## src/rtl/alu4_seq.sv

```systemverilog
// -----------------------------------------------------------------------------
// alu4_seq
//   Accumulator-based command sequencer wrapped around the combinational 4-bit
//   ALU (alu4). One command is accepted per handshake, its operand and select
//   are registered onto the ALU inputs for a single EXEC cycle, the ALU result
//   is captured, and it is returned on a valid/ready response port.
//
// Ports
//   clk, rst            clock; asynchronous active-high reset
//   cmd_valid/ready     command handshake (ready decodes state only)
//   cmd_load            1 = load accumulator with cmd_data, 0 = ALU op
//   cmd_op[2:0]         ALU select code
//   cmd_data[3:0]       operand y, or load value
//   alu_x/y/s           registered ALU inputs (x is the accumulator)
//   alu_r[3:0]          combinational ALU result
//   rsp_valid/ready     response handshake (valid decodes state only)
//   rsp_data[3:0]       captured result
//   rsp_flag            compare result, 0 for non-compare commands
//   acc[3:0]            current accumulator
//   op_cnt[7:0]         completed responses, wraps 255 -> 0
//
// state | meaning
// ------+--------------------------------------------------------------
// IDLE  | waiting for a command; cmd_ready = 1
// EXEC  | ALU inputs stable for one cycle; result captured at cycle end
// RESP  | response presented; rsp_valid = 1 until rsp_ready
// -----------------------------------------------------------------------------
module alu4_seq #(
    parameter logic [3:0] ACC_INIT = 4'b0000
) (
    input  logic       clk,
    input  logic       rst,
    input  logic       cmd_valid,
    output logic       cmd_ready,
    input  logic       cmd_load,
    input  logic [2:0] cmd_op,
    input  logic [3:0] cmd_data,
    output logic [3:0] alu_x,
    output logic [3:0] alu_y,
    output logic [2:0] alu_s,
    input  logic [3:0] alu_r,
    output logic       rsp_valid,
    input  logic       rsp_ready,
    output logic [3:0] rsp_data,
    output logic       rsp_flag,
    output logic [3:0] acc,
    output logic [7:0] op_cnt
);

    typedef enum logic [1:0] {
        IDLE = 2'b00,
        EXEC = 2'b01,
        RESP = 2'b10
    } state_t;

    state_t state;
    state_t state_nxt;
    logic   load_q;
    logic   cmd_fire;
    logic   rsp_fire;
    logic   is_cmp;

    always_ff @(posedge clk or posedge rst) begin
        if (rst) begin
            state <= IDLE;
        end else begin
            state <= state_nxt;
        end
    end

    always_comb begin
        state_nxt = state;
        cmd_ready = 1'b0;
        rsp_valid = 1'b0;
        cmd_fire  = 1'b0;
        rsp_fire  = 1'b0;
        case (state)
            IDLE: begin
                cmd_ready = 1'b1;
                cmd_fire  = cmd_valid;
                if (cmd_valid) begin
                    state_nxt = EXEC;
                end
            end
            EXEC: begin
                state_nxt = RESP;
            end
            RESP: begin
                rsp_valid = 1'b1;
                rsp_fire  = rsp_ready;
                if (rsp_ready) begin
                    state_nxt = IDLE;
                end
            end
            default: begin
                state_nxt = IDLE;
            end
        endcase
    end

    // less (110) and equal (111) report through the flag and leave acc alone
    assign is_cmp = (alu_s[2:1] == 2'b11);
    assign alu_x  = acc;

    always_ff @(posedge clk or posedge rst) begin
        if (rst) begin
            load_q   <= 1'b0;
            alu_y    <= 4'h0;
            alu_s    <= 3'b000;
            acc      <= ACC_INIT;
            rsp_data <= 4'h0;
            rsp_flag <= 1'b0;
            op_cnt   <= 8'h00;
        end else begin
            if (cmd_fire) begin
                load_q <= cmd_load;
                alu_y  <= cmd_data;
                alu_s  <= cmd_op;
            end
            if (state == EXEC) begin
                if (load_q) begin
                    acc      <= alu_y;
                    rsp_data <= alu_y;
                    rsp_flag <= 1'b0;
                end else if (is_cmp) begin
                    rsp_data <= alu_r;
                    rsp_flag <= alu_r[0];
                end else begin
                    acc      <= alu_r;
                    rsp_data <= alu_r;
                    rsp_flag <= 1'b0;
                end
            end
            if (rsp_fire) begin
                op_cnt <= op_cnt + 8'd1;
            end
        end
    end

endmodule

```

## config.mk

```make
export PLATFORM = sky130hd
export DESIGN_NAME = alu4_seq
export DESIGN_NICKNAME = d
export VERILOG_FILES = /design/src/rtl/alu4_seq.sv
export SDC_FILE = /design/constraint.sdc
export NUM_CORES = 1
export LEC_CHECK = 0
export CAP_MARGIN = 10
export CORE_ASPECT_RATIO = 1.2
export CORE_MARGIN = 2
export CORE_UTILIZATION = 40
export DETAILED_ROUTE_END_ITERATION = 8
export DONT_BUFFER_PORTS = 1
export PLACE_DENSITY_LB_ADDON = 0.3
export SKIP_CTS_REPAIR_TIMING = 1
export SLEW_MARGIN = 10
export SYNTH_ARGS = -nofsm -noshare
export SYNTH_HDL_FRONTEND = slang
export SYNTH_SLANG_ARGS = --single-unit
```

## constraint.sdc

```tcl
create_clock -name clk -period 2.1 [get_ports clk]
set_input_delay 0.21 -clock clk [delete_from_list [all_inputs] [get_ports clk]]
set_output_delay 0.21 -clock clk [all_outputs]
set_load 0.02 [all_outputs]
```

==> results.yml <==
grt:
  grtUsageMet1_pct: 14.9
  grt_overflow: 0
  grt_pass1_wl_mm: 3.23
  track_usage_pct: 12.5
  top_usage_layer: "met2"
  gr-usage-met2_pct: 20.0
  grt_max_degree: 28
  grt_pass1_vias: 732
  use_met3_pct: 4.44
  antenna_found_initial: 0
cts:
  cts_buffers: 3
  htreeDepth: 1
  numClockSinks: 27
  clk-insertion-delay-late_ps: 320
  max-clock-path-buffers: 2
  cts_tree: "yes"
  clock-root-buffer: "clkbuf_4"
  clk_pin_slew_ps: 150
sta:
  tightest_slew_ps: 399
  timing.hold.ws_ps: 32.8
  max_freq_ghz: 0.680
  worst_slack_ps: 629
  fin_setup_tns_ps: 0
  slew_headroom_pct: 73.4
  rsz0062_at_grt: "false"
  hold_violations: 0
  finalCritPeriodShare_pct: 70.1
  fin_skew_ps: 9.87
  period_needed_ps: 1470
  setup_viol: 0
  slew_violations: 0
cells_and_area:
  final_nets: 109
  syn2layout_area_growth_pct: 4.46
  drive_above_1_share_pct: 30.8
  n_antenna_cell: 0
floorplanning:
  die_h_um: 64.2
  die_w_um: 54.1
  initial_core_util_pct: 42.5
  io_pins: 46
  dieArea_sq_mm: 0.00347
  core_area_sq_mm: 0.00284
  row_count: 21
drt:
  drt-initial-drc-count: 11
  drtAntennaViolNets: 0
  wl_per_cell_um: 16.4
  routed_via_density: 5.22
  wirelength_mm: 2.06
  firstDrtPassIters: 2
  via_count: 652
  drc: 0
setup_path:
  cp_data_required_time_ps: 2310
  worstSetupStartpointType: "flop"
  path_cells: "nor2_1 -> and2_1 -> mux2_2"
  worst-path-buf-inv: 0
  worstSetupPathType: "flop to flop"
  critPathArrivalTime_ps: 1680
  cp_slowest_cell: "dfrtp_1"
  slowest_delay_ps: 470
  critical_path.top_delay_family: "simple AND/OR/NAND/NOR gates"
  critPathCaptureType: "flop"
  worst-path-max-fanout: 9
run_status:
  status: "finished clean"
yosys:
  syn-instance-count: 89
  yosysWarnings: 0
  synthXorXnorAreaFrac_pct: 5.08
  syn-mean-instance-area_sq_um: 13.6
  synth_compound_area_share_pct: 2.59
  synth_fa_ha_area_share_pct: 1.04
  yosysSeqAreaShare_pct: 56.0
  synth_cell_type_count: 22
  synthSimpleGateAreaFrac_pct: 9.96
  synth_top_family_by_area: "multiplexers"
  ys_ff_latch: 27
  syn-num-nets: 106
  synthMuxAreaShare_pct: 19.9
  syn-cell-area_sq_mm: 0.00121
placement:
  gp_congestion: 0.668
  dpl.hpwl_mm: 1.55
  pre_cts_ws_ps: 636
  port_buffers: 0
power:
  power_leakage_nw: 0.600
  combPwrFrac_pct: 28.3
  seq_power_share_pct: 61.1
  swShare_pct: 44.1
  power_frac_clock_pct: 10.6
  ir_drop_mv: 0.701
  intPower_w: 0.00117
  switching_power_w: 0.000924
  power.density_mw_per_mm2: 1660
hold_path:
  hold_path.class: "input pin to flop"
run:
  cap_violations: 0
metrics by stage:
stage	power, W	std cells	area (sq um)	util, %
after floorplan	0.00182	89	1210	-
after global placement	0.00187	119	1210	42.8
after detailed placement	0.00190	119	1210	42.8
after CTS	0.00213	123	1240	43.7
after global routing	0.00223	125	1260	44.4
final	0.00210	125	1260	44.4
final timing paths:
path / cells after the start / start / slack [ps] / end
setup / recovery: 3 / state[1] / 630 / alu_s[2]
hold / removal: 1 / cmd_data[3] / 30 / alu_y[3]
setup reg to reg: 3 / state[1] / 630 / alu_s[2]
hold reg to reg: 1 / op_cnt[7] / 620 / op_cnt[7]
max in group asynchronous: 3 / rst / 1480 / alu_y[0]
min in group asynchronous: 3 / rst / 370 / rsp_data[3]
power by group through the flow:
stage / Sequential, W / Combinational [W] / Clock [W]
floorplan: 0.00116 / 0.000666 / 0
global placement: 0.00129 / 0.000584 / 0
detailed placement: 0.00130 / 0.000605 / 0
CTS: 0.00129 / 0.000606 / 0.000232
global route: 0.00133 / 0.000650 / 0.000254
finish: 0.00128 / 0.000593 / 0.000222
per-layer routing:
metal | part of all wire [%] | wire length (um)
met5 | 0 | 0
met4 | 0.39 | 8
met3 | 9.9 | 204
met2 | 48 | 979
met1 | 42 | 864
Yosys cell counts:
cell / instances / share of area [%]
o21bai_4: 1 / 1.6
clkbuf_2: 1 / 0.41
nor2_1: 3 / 0.93
ha_1: 1 / 1.0
mux2_2: 16 / 15
mux2_4: 4 / 5.0
nand2_1: 7 / 2.2
buf_6: 2 / 1.9
nand2b_1: 3 / 1.6
nand3_1: 3 / 1.2
xor2_1: 6 / 4.4
xnor2_1: 1 / 0.73
and2_1: 1 / 0.52
inv_1: 2 / 0.62
o21ai_0: 1 / 0.41
o31ai_1: 1 / 0.62
buf_4: 4 / 2.5
nor3_1: 2 / 0.83
and3_1: 1 / 0.52
dfrtp_1: 27 / 56
nor4_1: 1 / 0.52
nand3b_4: 1 / 1.7
kinds of logic after synthesis:
logic type / Yosys count
compound gates: 3
xor+xnor: 7
fa+ha+maj: 1
buf+inv: 9
flops: 27
mux: 20
simple gates: 22
cell usage in the layout, fill, tap and decap left out:
cell type and n:
and2_1 1, and3_1 1, buf_4 3, clkbuf_1 1
clkbuf_4 3, dfrtp_1 27, dlygate4sd3_1 2, ha_1 1
inv_1 2, mux2_2 16, mux2_4 4, nand2_1 7
nand2b_1 3, nand3_1 3, nand3b_4 1, nor2_1 3
nor3_1 2, nor4_1 1, o21ai_0 1, o21bai_4 1
o31ai_1 1, xnor2_1 1, xor2_1 6
area by class of cell:
class                      instances  area (sq um)
clock buffer                       4          26.3
fill                             281          1580
inverter                           2          7.51
multi-input combinational         53           465
sequential                        27           676
tap                               34          42.5
timing repair buffer               5          42.5
sequential cells by signal (all words and copies together) (netlist names):
name      count
acc           4
alu_s         3
alu_y         4
load_q        1
op_cnt        8
rsp_data      4
rsp_flag      1
state         2
No activity file was read; power rests on OpenSTA's default activity.
